[src/rtl/tour_pkg.sv]
// Shared types and constants for the knight's-tour command sequencer.
// Latency: n/a (declarations only).
// Backpressure: n/a.
package tour_pkg;

    // Sequencer states: idle passthrough, then issue/await each leg of a knight move.
    typedef enum logic [2:0] {
        IDLE   = 3'd0,
        VERT   = 3'd1,
        WAIT_V = 3'd2,
        HORZ   = 3'd3,
        WAIT_H = 3'd4
    } tour_state_t;

    // Command opcodes understood by cmd_proc.
    localparam logic [3:0] OP_CAL          = 4'h0;
    localparam logic [3:0] OP_MOVE         = 4'h2;
    localparam logic [3:0] OP_MOVE_FANFARE = 4'h3;
    localparam logic [3:0] OP_START        = 4'h4;

    // Compass headings as carried in the command heading field.
    localparam logic [7:0] HDG_N = 8'h00;
    localparam logic [7:0] HDG_W = 8'h3F;
    localparam logic [7:0] HDG_S = 8'h7F;
    localparam logic [7:0] HDG_E = 8'hBF;

    // Response bytes returned over Bluetooth.
    localparam logic [7:0] RESP_DONE = 8'hA5;
    localparam logic [7:0] RESP_ACK  = 8'h5A;

    // Command word layout: opcode, heading, number of squares.
    typedef struct packed {
        logic [3:0] opcode;
        logic [7:0] heading;
        logic [3:0] squares;
    } cmd_t;

    // Pack the three command fields into a 16-bit command word.
    function automatic logic [15:0] mk_cmd(input logic [3:0] op,
                                           input logic [7:0] hdg,
                                           input logic [3:0] sq);
        cmd_t c;
        c.opcode  = op;
        c.heading = hdg;
        c.squares = sq;
        return c;
    endfunction

endpackage

[src/rtl/tour_move_decode.sv]
// Decodes a one-hot knight move into its vertical and horizontal leg commands.
// Latency: purely combinational, zero cycles.
// Backpressure: none; output follows move directly.
module tour_move_decode
    import tour_pkg::*;
(
    input  logic [7:0]  move,
    output logic [15:0] vert_cmd,
    output logic [15:0] horz_cmd,
    output logic        valid
);

    logic [2:0] sel;

    // Pick the lowest set bit so a multi-hot move still yields one legal knight move.
    always_comb begin
        sel = 3'd0;
        for (int i = 7; i >= 0; i--) begin
            if (move[i]) begin
                sel = 3'(i);
            end
        end
    end

    // Map the selected move to a vertical leg (plain move) and a horizontal leg (with fanfare).
    always_comb begin
        valid    = |move;
        vert_cmd = mk_cmd(OP_MOVE, HDG_N, 4'd2);
        horz_cmd = mk_cmd(OP_MOVE_FANFARE, HDG_E, 4'd1);
        case (sel)
            3'd0: begin
                vert_cmd = mk_cmd(OP_MOVE,         HDG_N, 4'd2);
                horz_cmd = mk_cmd(OP_MOVE_FANFARE, HDG_E, 4'd1);
            end
            3'd1: begin
                vert_cmd = mk_cmd(OP_MOVE,         HDG_N, 4'd2);
                horz_cmd = mk_cmd(OP_MOVE_FANFARE, HDG_W, 4'd1);
            end
            3'd2: begin
                vert_cmd = mk_cmd(OP_MOVE,         HDG_S, 4'd1);
                horz_cmd = mk_cmd(OP_MOVE_FANFARE, HDG_W, 4'd2);
            end
            3'd3: begin
                vert_cmd = mk_cmd(OP_MOVE,         HDG_N, 4'd1);
                horz_cmd = mk_cmd(OP_MOVE_FANFARE, HDG_W, 4'd2);
            end
            3'd4: begin
                vert_cmd = mk_cmd(OP_MOVE,         HDG_S, 4'd2);
                horz_cmd = mk_cmd(OP_MOVE_FANFARE, HDG_W, 4'd1);
            end
            3'd5: begin
                vert_cmd = mk_cmd(OP_MOVE,         HDG_S, 4'd2);
                horz_cmd = mk_cmd(OP_MOVE_FANFARE, HDG_E, 4'd1);
            end
            3'd6: begin
                vert_cmd = mk_cmd(OP_MOVE,         HDG_N, 4'd1);
                horz_cmd = mk_cmd(OP_MOVE_FANFARE, HDG_E, 4'd2);
            end
            default: begin
                vert_cmd = mk_cmd(OP_MOVE,         HDG_S, 4'd1);
                horz_cmd = mk_cmd(OP_MOVE_FANFARE, HDG_E, 4'd2);
            end
        endcase
    end

endmodule

[src/rtl/tour_cmd.sv]
// Command source mux and knight's-tour sequencer in front of cmd_proc.
// Latency: outputs combinational; start_tour/clr_cmd_rdy/send_resp act on the next cycle.
// Backpressure: each leg holds cmd_rdy until clr_cmd_rdy, then waits for send_resp.
module tour_cmd
    import tour_pkg::*;
#(
    parameter int NUM_MOVES = 24
) (
    input  logic        clk,
    input  logic        rst_n,
    input  logic        start_tour,
    input  logic [7:0]  move,
    output logic [4:0]  mv_indx,
    input  logic [15:0] cmd_UART,
    input  logic        cmd_rdy_UART,
    output logic        clr_cmd_rdy_UART,
    output logic [15:0] cmd,
    output logic        cmd_rdy,
    input  logic        clr_cmd_rdy,
    input  logic        send_resp,
    output logic [7:0]  resp
);

    localparam logic [4:0] LAST_IDX = 5'(NUM_MOVES - 1);

    tour_state_t state;
    tour_state_t nxt_state;
    logic [4:0]  nxt_indx;

    logic [15:0] vert_cmd;
    logic [15:0] horz_cmd;
    logic        move_vld;

    tour_move_decode u_decode (
        .move     (move),
        .vert_cmd (vert_cmd),
        .horz_cmd (horz_cmd),
        .valid    (move_vld)
    );

    // State and move index are the only registers; reset drops any half-issued leg.
    always_ff @(posedge clk or negedge rst_n) begin
        if (!rst_n) begin
            state   <= IDLE;
            mv_indx <= 5'd0;
        end else begin
            state   <= nxt_state;
            mv_indx <= nxt_indx;
        end
    end

    // Next-state logic plus the command mux; passthrough only while idle.
    always_comb begin
        nxt_state        = state;
        nxt_indx         = mv_indx;
        cmd              = cmd_UART;
        cmd_rdy          = 1'b0;
        clr_cmd_rdy_UART = 1'b0;
        resp             = RESP_ACK;

        case (state)
            IDLE: begin
                cmd              = cmd_UART;
                cmd_rdy          = cmd_rdy_UART;
                clr_cmd_rdy_UART = clr_cmd_rdy;
                resp             = RESP_DONE;
                if (start_tour) begin
                    nxt_indx  = 5'd0;
                    nxt_state = VERT;
                end
            end

            VERT: begin
                cmd = vert_cmd;
                if (!move_vld) begin
                    // Empty tour-memory entry ends the tour early.
                    resp      = RESP_DONE;
                    nxt_state = IDLE;
                end else begin
                    cmd_rdy = 1'b1;
                    if (clr_cmd_rdy) begin
                        nxt_state = WAIT_V;
                    end
                end
            end

            WAIT_V: begin
                cmd = vert_cmd;
                if (send_resp) begin
                    nxt_state = HORZ;
                end
            end

            HORZ: begin
                cmd     = horz_cmd;
                cmd_rdy = 1'b1;
                if (clr_cmd_rdy) begin
                    nxt_state = WAIT_H;
                end
            end

            WAIT_H: begin
                cmd = horz_cmd;
                if (send_resp) begin
                    if (mv_indx == LAST_IDX) begin
                        // Index parks at the last move; it clears on the next start.
                        resp      = RESP_DONE;
                        nxt_state = IDLE;
                    end else begin
                        nxt_indx  = mv_indx + 5'd1;
                        nxt_state = VERT;
                    end
                end
            end

            default: begin
                nxt_state = IDLE;
            end
        endcase
    end

endmodule

[config.mk]
export PLATFORM = sky130hd
export DESIGN_NAME = tour_cmd
export DESIGN_NICKNAME = d
export VERILOG_FILES = /design/src/rtl/tour_pkg.sv /design/src/rtl/tour_move_decode.sv /design/src/rtl/tour_cmd.sv
export SDC_FILE = /design/constraint.sdc
export NUM_CORES = 1
export LEC_CHECK = 0
export ABC_CLOCK_PERIOD_IN_PS = 2100
export CAP_MARGIN = 20
export CELL_PAD_IN_SITES_DETAIL_PLACEMENT = 2
export CELL_PAD_IN_SITES_GLOBAL_PLACEMENT = 2
export CORE_ASPECT_RATIO = 1.2
export CORE_MARGIN = 3
export CORE_UTILIZATION = 18
export CTS_BUF_LIST = sky130_fd_sc_hd__clkbuf_16
export DETAILED_ROUTE_END_ITERATION = 8
export PLACE_DENSITY_LB_ADDON = 0.2
export REMOVE_ABC_BUFFERS = 1
export SLEW_MARGIN = 20
export SYNTH_ARGS = -nofsm -noshare
export SYNTH_HDL_FRONTEND = slang
export SYNTH_SLANG_ARGS = --single-unit
export TNS_END_PERCENT = 5
[constraint.sdc]
create_clock -name clk -period 2.1 [get_ports clk]
set_input_delay 0.21 -clock clk [delete_from_list [all_inputs] [get_ports clk]]
set_output_delay 0.21 -clock clk [all_outputs]
set_load 0.005 [all_outputs]
==> impl_metrics.ini <==
[synth]
ys_seq_area_share_pct = 20.75
syn_area_um2 = 964.7
syn_avg_cell_area_um2 = 7.537
synth_compound_area_share_pct = 35.80
synth_simple_gate_area_share_pct = 28.02
synth_xor_area_share_pct = 0.9079
ys.flop_type = dfrtp_1
synth_edf_count = 0
postSynth.asyncResetShare_pct = 100.0
syn_inst = 128
synth_top_family_by_area = compound AO/OA/AOI/OAI gates
synthAdderAreaFrac_pct = 1.297
synthMuxAreaShare_pct = 2.205
ys_ff_latch = 8
synth_cell_type_count = 46
synth_warnings = 0

[routing]
drc = 0
routed_wl_um = 4171
num_vias = 1235
first_pass_iters = 4
vias_per_cell = 4.805
ant_nets = 0
dr.first_iter.drc_count = 30
wl_per_cell_um = 16.23

[pwr]
p_clk_share_pct = 14.5
powerDensity_nw_per_um2 = 1236
p_switching_w = 0.0008584
swShare_pct = 38.60
p_comb_share_pct = 74.4
leakage_nw = 0.7356
seq_power_share_pct = 11.1
peakVddDrop_uv = 441.2
p_int_w = 0.001365

[sta]
fmax_ghz = 0.4468
setup_ws_ps = -138.3
fin_crit_sh_pct = 106.6
timing.max_slew.rel_slack_pct = 66.87
rsz0062_at_grt = true
skew_ps = 2.639
tns_ps = -513.3
max_slew.worst_pin.slew_ps = 494.7
finalHoldViolations = 0
setup_viol = 6
period_needed_ps = 2238
slew_viol_final = 0

[place]
place_area_um2 = 1688
routabilityCongestion = 0.8159
dp_hpwl_um = 3440
io_buffers = 60
place_ws_ps = -290.2

[die]
fp.dieH_um = 86.20
io_pins = 61
die_w_um = 72.83
die-area_um2 = 6278
start_util_pct = 19.12
rows = 28
core_um2 = 5045

[outcome]
status = finished with violations
violations = setup timing

[setup_path]
cpLargestDelayFamily = buffers and inverters
r2r_slack_ps = 430
worstPathRequired_ps = 1890
r2r-start = state[2]
worstPathMaxFanout = 3
crit_path_start = move[6]
path_class = in2out
cp_cell_sequence = clkdlybuf4s50_1 -> nor2_2 -> o31ai_4 -> nor2_2 -> a2111oi_2 -> a21boi_1 -> clkdlybuf4s50_1
arrival_ps = 2030
start_kind = input port
path_buf_inv = 2
slowest_delay_ps = 500
end_kind = output pin
crit_slowest_cell = clkdlybuf4s50_1

[global_route]
grt_pass1_wl_um = 6817
track_usage_pct = 13.73
overflow = 0
antenna_found_initial = 0
busiest_layer = met2
grtUsageMet2_pct = 25.62
grt_pass1_vias = 1368
grt_max_degree = 16
use_met1_pct = 15.86
grt_use_met3_pct = 1.972

[clocking]
cts.sinks = 8
cts_max_level = 1
clock_latency_ps = 230
hold_buffers = 0
clockRootBuffer = clkbuf_16
cts_buffers = 3
clockBufferDepth = 2
path_clk_slew_ps = 40
cts_tree = yes

[final_layout]
fin_nets = 230
diodes = 0
fillers = 586
fin_area_um2 = 1799
syn2layout_area_growth_pct = 86.51
drive_above_1_share_pct = 22.34

[run]
cap_violations = 0

[worst_hold_path]
hp-class = in2async
[power groups by stage]
stage / clock [W] / combinational, W / sequential (W)
detailed placement: 0 / 0.00171 / 0.000242
CTS: 0.000329 / 0.00168 / 0.000243
global placement: 0 / 0.00165 / 0.000238
floorplan: 0 / 0.000606 / 0.000291
finish: 0.000323 / 0.00165 / 0.000246
global route: 0.000342 / 0.00182 / 0.000256
[final cells by class]
| type | instances | area, µm² | area share [%] |
|---|---|---|---|
| multi-input cells | 103 | 699.4 | 38.87 |
| inverters | 3 | 13.76 | 0.7649 |
| repair buffers | 80 | 734.5 | 40.82 |
| well taps | 60 | 75.07 | 4.172 |
| clock buffers | 3 | 75.07 | 4.172 |
| flip-flops and latches | 8 | 201.4 | 11.20 |
[synthesized netlist by cell type (all sizes together) (4+ instances only)]
master	count	area [µm²]
dfrtp	8	200.2
nand2	15	56.30
nor2b	7	43.79
o21a	7	52.55
buf	12	87.58
a21oi	10	57.56
o21ai	12	63.81
nor2	14	77.58
nand4	4	25.02
[kinds of logic (layout without fill, tap and decap cells)]
family / Yosys count / in the layout
AO/OA/AOI/OAI: 49 / 49
XOR/XNOR: 1 / 1
adder cells (fa/ha/maj): 1 / 1
buffers and inverters: 17 / 86
flip-flops: 8 / 8
multiplexers: 2 / 2
AND/OR/NAND/NOR: 50 / 50
[final timing paths]
check / end / cells after the start
max in group asynchronous: state[2] / 1
setup reg to reg: mv_indx[0] / 4
hold / removal: mv_indx[3] / 1
setup / recovery: cmd[0] / 7
min in group clk: mv_indx[3] / 2
hold reg to reg: mv_indx[3] / 2
[metrics by stage]
step	utilization (%)	total power [W]	std cells	hold WS (ps)
floorplan	-	0.0008965	114	-85.59
global placement	33.46	0.001889	253	535.2
detailed placement	33.46	0.001947	253	545.7
CTS	35.34	0.002248	257	304.6
global route	35.66	0.002419	257	308.2
finish	35.66	0.002224	257	284.8
[what timing repair did]
item,CTS,global route
buffers inserted,1,0
setup endpoints to repair,23,19
pin swaps,3,3
gates resized for setup,20,10
[sequential cells by signal (all words and copies together) (netlist names)]
register and flops:
mv_indx 5, state 3
[layout by cell type (no fill, tap or decap), types with 2 or more instances in the layout]
cell type | Yosys | final
clkbuf_2 | 0 | 2
nand3_1 | 2 | 2
nor2_2 | 1 | 2
dlygate4sd2_1 | 0 | 9
dfrtp_1 | 8 | 7
o21a_1 | 7 | 7
clkbuf_16 | 0 | 3
a31oi_1 | 3 | 3
nor3_1 | 2 | 2
o211ai_1 | 3 | 3
o21ai_0 | 10 | 10
clkdlybuf4s50_1 | 0 | 46
buf_4 | 6 | 20
a21oi_2 | 2 | 3
dlymetal6s2s_1 | 0 | 2
nand4_1 | 4 | 4
nor2_4 | 3 | 4
nor2b_1 | 7 | 7
or2_1 | 2 | 2
nand2_1 | 15 | 15
a21oi_1 | 8 | 7
nor2_1 | 10 | 8
[per-layer routing]
metal	share of wire, %	vias up
li1	-	603
met1	41	596
met2	54	34
met3	4.3	2
met4	0.77	0
met5	0	-
Note: power is estimated with default switching activity, not from simulation.
